--- config.mk ---
export PLATFORM = sky130hd
export DESIGN_NAME = fifo_ctrl_non2n
export DESIGN_NICKNAME = d
export VERILOG_FILES = /design/src/rtl/fifo_ctrl_non2n.sv
export SDC_FILE = /design/constraint.sdc
export NUM_CORES = 1
export LEC_CHECK = 0
export BUFFER_PORTS_ARGS = -buffer_cell sky130_fd_sc_hd__buf_2
export CORE_UTILIZATION = 58
export DETAILED_ROUTE_END_ITERATION = 10
export PLACE_DENSITY = 0.87
export SYNTH_ARGS = -nofsm -noshare
export SYNTH_HDL_FRONTEND = slang
export SYNTH_SLANG_ARGS = --single-unit
--- constraint.sdc ---
create_clock -name clk -period 6.16 [get_ports clk]
set_clock_uncertainty 0.2 [all_clocks]
set_input_delay 0.924 -clock clk [delete_from_list [all_inputs] [get_ports clk]]
set_output_delay 0.924 -clock clk [all_outputs]
set_load 0.03 [all_outputs]
--- src/rtl/fifo_ctrl_non2n.sv ---
// fifo_ctrl_non2n: single-clock FIFO controller for any DEPTH. It holds the pointers and occupancy and drives the RAM enables and addresses.
// Define FIFO_ALMOST_EN to build the almost_full/almost_empty flags.
module fifo_ctrl_non2n #(
    parameter int PTR_WIDTH = 10,
    parameter int DEPTH     = 1000,
    parameter int AF_THRESH = DEPTH - 4,
    parameter int AE_THRESH = 4
) (
    input  logic                 clk,
    input  logic                 rst,
    input  logic                 wr_req,
    input  logic                 rd_req,
    output logic                 full,
    output logic                 empty,
    output logic [PTR_WIDTH:0]   count,
    output logic                 mem_w_en,
    output logic [PTR_WIDTH-1:0] mem_waddr,
    output logic                 mem_r_en,
    output logic [PTR_WIDTH-1:0] mem_raddr,
`ifdef FIFO_ALMOST_EN
    output logic                 rd_valid,
    output logic                 almost_full,
    output logic                 almost_empty
`else
    output logic                 rd_valid
`endif
);

    localparam logic [PTR_WIDTH-1:0] LAST_PTR   = (PTR_WIDTH)'(DEPTH - 1);
    localparam logic [PTR_WIDTH-1:0] PTR_ONE    = (PTR_WIDTH)'(1);
    localparam logic [PTR_WIDTH:0]   FULL_COUNT = (PTR_WIDTH + 1)'(DEPTH);
    localparam logic [PTR_WIDTH:0]   CNT_ONE    = (PTR_WIDTH + 1)'(1);

    // Elaboration-time sanity check of the configuration.
    if (DEPTH < 2 || DEPTH > (1 << PTR_WIDTH) || AF_THRESH > DEPTH || AE_THRESH < 0) begin : g_bad_params
        $error("fifo_ctrl_non2n: illegal DEPTH/PTR_WIDTH/threshold combination");
    end

    logic [PTR_WIDTH-1:0] wptr_reg, wptr_next;
    logic [PTR_WIDTH-1:0] rptr_reg, rptr_next;
    logic [PTR_WIDTH:0]   count_reg, count_next;
    logic                 rd_valid_reg;
    logic                 full_int;
    logic                 empty_int;
    logic                 wr_ok;
    logic                 rd_ok;

    // Flags come only from the registered count, so there is no request-to-flag path.
    assign full_int  = (count_reg == FULL_COUNT);
    assign empty_int = (count_reg == '0);
    assign wr_ok     = wr_req & ~full_int;
    assign rd_ok     = rd_req & ~empty_int;

    always_comb begin
        wptr_next  = wptr_reg;
        rptr_next  = rptr_reg;
        count_next = count_reg;
        // Pointers wrap explicitly at DEPTH-1 because DEPTH need not be a power of two.
        if (wr_ok) begin
            wptr_next = (wptr_reg == LAST_PTR) ? '0 : wptr_reg + PTR_ONE;
        end
        if (rd_ok) begin
            rptr_next = (rptr_reg == LAST_PTR) ? '0 : rptr_reg + PTR_ONE;
        end
        case ({wr_ok, rd_ok})
            2'b10:   count_next = count_reg + CNT_ONE;
            2'b01:   count_next = count_reg - CNT_ONE;
            default: count_next = count_reg;
        endcase
    end

    always_ff @(posedge clk) begin
        if (rst) begin
            wptr_reg     <= '0;
            rptr_reg     <= '0;
            count_reg    <= '0;
            rd_valid_reg <= 1'b0;
        end else begin
            wptr_reg     <= wptr_next;
            rptr_reg     <= rptr_next;
            count_reg    <= count_next;
            rd_valid_reg <= rd_ok;
        end
    end

    assign full      = full_int;
    assign empty     = empty_int;
    assign count     = count_reg;
    assign mem_w_en  = wr_ok;
    assign mem_waddr = wptr_reg;
    assign mem_r_en  = rd_ok;
    assign mem_raddr = rptr_reg;
    assign rd_valid  = rd_valid_reg;

`ifdef FIFO_ALMOST_EN
    localparam logic [PTR_WIDTH:0] AF_LEVEL = (PTR_WIDTH + 1)'(AF_THRESH);
    localparam logic [PTR_WIDTH:0] AE_LEVEL = (PTR_WIDTH + 1)'(AE_THRESH);

    assign almost_full  = (count_reg >= AF_LEVEL);
    assign almost_empty = (count_reg <= AE_LEVEL);
`endif

endmodule

### After elaboration in Yosys (flattened, before gate mapping)

Cells that the tools add are included.

| storage, ports and cells | value |
|---|---|
| flip-flop bits (word level) | 32 |
| bits in writable memories | 0 |
| memories | 0 |
| word-level logic and storage cells | 22 |
| bits in latches | 0 |
| ROM bits | 0 |
| input bits | 4 |
| output and inout bits | 36 |

| cells by class | value |
|---|---|
| multiplexer cells | 3 |
| shifts and indexed selects | 0 |
| bitwise logic cells | 4 |
| divide/modulo/power cells | 0 |
| multipliers | 0 |
| add/sub/neg operators | 4 |
| $lt $le $gt $ge | 0 |
| reductions and logical operators | 2 |
| equal/unequal tests | 5 |

Operators by type and width:

| operator | number |
|---|---|
| case mux 11 bit (2 select lines) | 1 |
| adder 10 x 1 -> 10 bit, second input constant | 2 |
| equality test 10 bit, second input constant | 2 |
| two-way mux 10 bit | 2 |
| adder 11 x 1 -> 11 bit, second input constant | 1 |
| equality test 11 x 10 -> 1 bit, second input constant | 1 |
| zero test 11 bit | 1 |
| subtractor 11 x 1 -> 11 bit, second input constant | 1 |
| bitwise AND 1 bit | 2 |
| equality test 2 x 1 -> 1 bit, second input constant | 1 |
| equality test 2 bit, second input constant | 1 |
| inverter 1 bit | 2 |
| nonzero test 2 bit | 1 |

### Depth between registers and ports, before layout

| logic depth | value |
|---|---|
| word-level depth | 5 |
| mapped depth | 13 |
| mapped depth without buffers | 13 |

### Least setup slack after synthesis

OpenSTA, ideal clock, no wires.

| path | value |
|---|---|
| path kind | register to register |
| start | register count_reg[0], in the netlist count[0] |
| end | register count_reg[10], in the netlist count[10] |
| buffers on the path | 0 |
| slack | 1.825 ns |
| cell stages (with the launch flop) | 13 |
| arrival | 4.012 ns |
| clock period less this slack | 4.335 ns |
| cells stage by stage | dfxtp_1 or4_4 nor4_4 or2b_2 inv_4 ha_1 ha_1 nor2b_1 o21a_1 a311o_1 a221oi_2 mux2i_1 mux2_1 |

| on the way | value |
|---|---|
| cells in the longest elaborated chain, start to end | 5 |
| elaborated cells on any way between the ends | 12 |

Ends and longest elaborated chain:

| item | RTL line | source |
|---|---|---|
| from (decl) | 41 | `logic [PTR_WIDTH:0] count_reg, count_next;` |
| from (signal assigned) | 81 | `count_reg <= count_next;` |
| zero test 11 bit (*) | 50 | `assign empty_int = (count_reg == '0);` |
| net empty | 14 | `output logic empty,` |
| inverter 1 bit (*) | 52 | `assign rd_ok = rd_req & ~empty_int;` |
| bitwise AND 1 bit (*) | 52 |  |
| net mem_r_en | 18 | `output logic mem_r_en,` |
| equality test 2 x 1 -> 1 bit or equality test 2 bit (tied branches) | 65 | `case ({wr_ok, rd_ok})` |
| case mux 11 bit (2 select lines) or nonzero test 2 bit (tied branches) | -- |  |

Mark *: on every way through the listed nets, which the timed path passes. The rest lies on a longest branch.
A chain may end at the register's enable or synchronous reset.

### Final worst setup path

| path | value |
|---|---|
| start | register count_reg[0], in the netlist count[0] |
| end | register count_reg[10], in the netlist count[10] |

| on the way | value |
|---|---|
| cells in the longest elaborated chain, start to end | 5 |
| elaborated cells on any way between the ends | 12 |

Ends and longest elaborated chain:

| item |
|---|
| parallel branches: the longest is 5 deep, another holds subtractor 11 x 1 -> 11 bit |

Parallel ways; which one is timed is not known.

==> flow_summary.rst <==
.. list-table::
   :header-rows: 1

   * - Metric
     - Value
   * - Status
     - finished clean
   * - Crit path required time
     - between 6 and 7 ns
   * - Signed area change from the synthesized netlist to the final layout
     - 15.1%
   * - Average vias per placed instance
     - 5.69
   * - Leakage power
     - 0.996 nW
   * - CTS Buffer Depth
     - 2
   * - Commonest non-fill, non-tap cells in the layout
     - sky130_fd_sc_hd__buf_2, sky130_fd_sc_hd__nor2_1, sky130_fd_sc_hd__dfxtp_1, sky130_fd_sc_hd__nand2_1, sky130_fd_sc_hd__a21oi_1
   * - Hold-fix buffers, CTS
     - 0
   * - Setup repair after global routing missed its margin
     - false
   * - Horizontal die dimension
     - approximately 59 um
   * - Shortest period the worst path allows
     - 4.28 ns
   * - Number of synthesized register bits
     - 32
   * - Depth of the worst register-to-register path
     - 11
   * - Number of H-tree levels
     - 2
   * - Master cell of the clock root buffer
     - sky130_fd_sc_hd__clkbuf_4
   * - Sequential Area
     - approximately 640 sq um
   * - Final clock period utilization by the worst path
     - 69.5%
   * - Clock transition at path regs
     - 0.09 ns
   * - Nets@finish
     - 279
   * - Worst hold slack
     - approximately 0.31 ns
   * - Main flop type after synthesis
     - sky130_fd_sc_hd__dfxtp_1
   * - Endpoint of the lowest-slack register-to-register path
     - count[10]$_SDFFE_PP0P_
   * - Antenna violations before repair
     - 0
   * - Antenna diode instance count
     - 0
   * - Register area share after synthesis
     - 33.8%
   * - Worst hold-check path type
     - flip-flop to flip-flop
   * - Kind of launch point of the worst setup path
     - flip-flop
   * - Worst min-delay path startpoint
     - mem_waddr[9]$_SDFFE_PP0P_
   * - Number of input and output port buffers inserted
     - 39
   * - Post-placement setup slack
     - about 1.9 ns
   * - Worst R2R Setup Slack
     - 1.88 ns
   * - Post_cts resized
     - 0
   * - Number of nets in the synthesized netlist
     - 239
   * - Setup WS post-layout
     - 1.88 ns
   * - Number of max-cap violations
     - 0
   * - Slew Viols, Final
     - 0
   * - Syn Std Cell Area
     - 0.00189 sq mm
   * - Max-Slew Margin vs Limit
     - 52.7%
   * - Data arrival time of the critical path
     - about 4.3 ns
   * - Via count of the first global-routing pass
     - about 1,700
   * - Layout cell share with drive strength beyond 1
     - 22.9%
   * - Overall routing resource usage
     - a little over a quarter
   * - Post-detail-place hpwl
     - 3070 um
   * - Maximum net fanout on the critical path
     - 11
   * - Post-synth EDFFs
     - 0
   * - Leading cell type in the layout, fill and taps excluded
     - sky130_fd_sc_hd__buf_2
   * - Gate count of the mapped netlist
     - approximately 220
   * - Sum of overflow across all layers after global routing
     - 0
   * - Wire length of the first global-routing pass
     - just over 7000 um
   * - CP delay by family, top
     - simple AND/OR/NAND/NOR gates
   * - Number of buffer and inverter stages on the critical path
     - 0
   * - FF-to-FF Start
     - count[0]$_SDFFE_PP0P_
   * - Sink Count
     - 32
   * - Die outline height
     - approximately 59 um
   * - Delay of the slowest cell on the worst path
     - 0.59 ns
   * - Max frequency
     - between 0.2 and 0.25 GHz
   * - Slew at the pin closest to its max-slew limit
     - around 0.71 ns
   * - Area taken by multi-input logic gates
     - between 0.001 and 0.0015 sq mm
   * - Initial detailed-routing violation count
     - ~80
   * - End point of the most critical hold path
     - mem_waddr[9]$_SDFFE_PP0P_
   * - Boundary pin count
     - 40
   * - Power density of the placed cells
     - 383 mW/mm^2
   * - Final routed DRC violation total
     - 0
   * - Insertion delay to the later sink of the worst-skew pair
     - about 0.34 ns
   * - Number of iterations in the first detailed-routing pass
     - 4
   * - Starting Density
     - 61.5%
   * - Standard cell core area
     - 0.00308 sq mm
   * - Mean Syn Cell Area
     - 8.53 sq um
   * - Worst setup EP type
     - flip-flop
   * - Share of synthesized flip-flops with an asynchronous set or reset
     - 0%
   * - Final Wtd Congestion
     - 0.890
   * - Max IR drop VDD
     - between 200 and 250 uV
   * - Post-Route Setup TNS
     - 0 ns
   * - Number of routed nets with antenna violations
     - 0
   * - Startpoint-to-endpoint class of the critical path
     - flip-flop to flip-flop
   * - Post-Route WL
     - 4160 um
   * - Largest net degree at the start of global routing
     - 30
   * - Number of unique standard cell types used by synthesis
     - 46
   * - Max FFs per register
     - 11
   * - CTS tree
     - done
   * - Setup violations, final
     - 0
   * - CP max-delay cell
     - sky130_fd_sc_hd__or4_4
   * - Number of filler cells placed in the layout
     - 268
   * - Die outline area
     - about 0.0035 sq mm
   * - Std cell rows
     - 20
   * - Vias post-DR
     - roughly 1,700
   * - Cell mode on critical path
     - sky130_fd_sc_hd__ha_1
   * - Critical-path cell list
     - or4_4 > nor4_4 > nand2b_1 > ha_1 > ha_1 > nor2b_1 > o21a_1 > a311o_1 > a221oi_2 > mux2i_1 > mux2_1
   * - Hold Path Stages
     - 2
   * - Number of hold violations in the final report
     - 0
   * - Cts bufs inserted
     - 5
   * - Final routed wire length divided by cell count
     - 13.6 um
   * - Post-CTS Setup Inserts
     - 0
   * - Number of warnings printed during yosys synthesis
     - 0
[cell families (layout without fill, tap and decap cells)]
kind of cell	after synthesis	count (layout)	synth area share (%)
compound gates	46	46	15.3
mux	4	4	2.18
buf+inv	13	53	3.10
xor+xnor	17	17	7.86
simple gates	97	97	28.8
fa+ha+maj	13	13	8.98
flops	32	32	33.8
[metal layers]
metal | vias up | GRT usage [%] | wire, um
met5 | - | 0 | 0
met4 | 0 | 11.2 | 74
met3 | 7 | 7.42 | 178
met2 | 47 | 45.5 | 2000
met1 | 817 | 32.0 | 1910
li1 | 871 | - | -
[worst register-to-register path, cell delays in order, from the launching register on]
cell,delay (ns)
sky130_fd_sc_hd__dfxtp_1,0.36
sky130_fd_sc_hd__or4_4,0.59
sky130_fd_sc_hd__nor4_4,0.31
sky130_fd_sc_hd__nand2b_1,0.29
sky130_fd_sc_hd__ha_1,0.49
sky130_fd_sc_hd__ha_1,0.35
sky130_fd_sc_hd__nor2b_1,0.15
sky130_fd_sc_hd__o21a_1,0.17
sky130_fd_sc_hd__a311o_1,0.41
sky130_fd_sc_hd__a221oi_2,0.29
sky130_fd_sc_hd__mux2i_1,0.23
sky130_fd_sc_hd__mux2_1,0.32
[worst max path at each step]
stage	from	end	cells past startpoint
after floorplan	count[0]$_SDFFE_PP0P_	count[10]$_SDFFE_PP0P_	12
after global placement	count[0]$_SDFFE_PP0P_	count[10]$_SDFFE_PP0P_	11
after detailed placement	count[0]$_SDFFE_PP0P_	count[10]$_SDFFE_PP0P_	11
after CTS	count[0]$_SDFFE_PP0P_	count[10]$_SDFFE_PP0P_	11
after global routing	count[0]$_SDFFE_PP0P_	count[10]$_SDFFE_PP0P_	11
final	count[0]$_SDFFE_PP0P_	count[10]$_SDFFE_PP0P_	11
[through the flow]
step                      instance area (sq um)  utilization (%)  power, W  instances
final                                      2180             70.8  0.000834        306
after global routing                       2180             70.8  0.000887        306
after CTS                                  2180             70.8  0.000837        306
after detailed placement                   2110             68.7  0.000702        299
after global placement                     2110             68.7  0.000685        299
after floorplan                            1890                -  0.000603        222
[cells in the mapped netlist, drive strengths merged, types with 5 or more instances]
cell type | number | share of area (%)
nand2 | 19 | 3.8
a21o | 6 | 2.4
xnor2 | 5 | 2.3
nor2 | 32 | 6.3
dfxtp | 32 | 34
nand3 | 5 | 1.3
nand4 | 6 | 2.8
xor2 | 12 | 5.5
nor2b | 5 | 1.7
o21ai | 11 | 2.9
or3 | 6 | 2.2
a21oi | 16 | 4.2
inv | 7 | 1.5
ha | 12 | 7.9
[layout make-up]
class	instances	area share, %
well taps	44	2.53
inverters	7	1.32
multi-input cells	177	54.8
repair buffers	39	8.96
clock buffers	7	2.99
flip-flops and latches	32	29.4
[power by group]
group / total [W] / leakage [nW] / internal [W] / switching [W]
combinational: 0.000419 / 0.699 / 0.000151 / 0.000268
clock: 0.000137 / 0.0374 / 0.0000647 / 0.0000721
sequential: 0.000278 / 0.260 / 0.000237 / 0.0000405
total: 0.000834 / 0.996 / 0.000454 / 0.000380
Power figures use the tool's default switching activity.
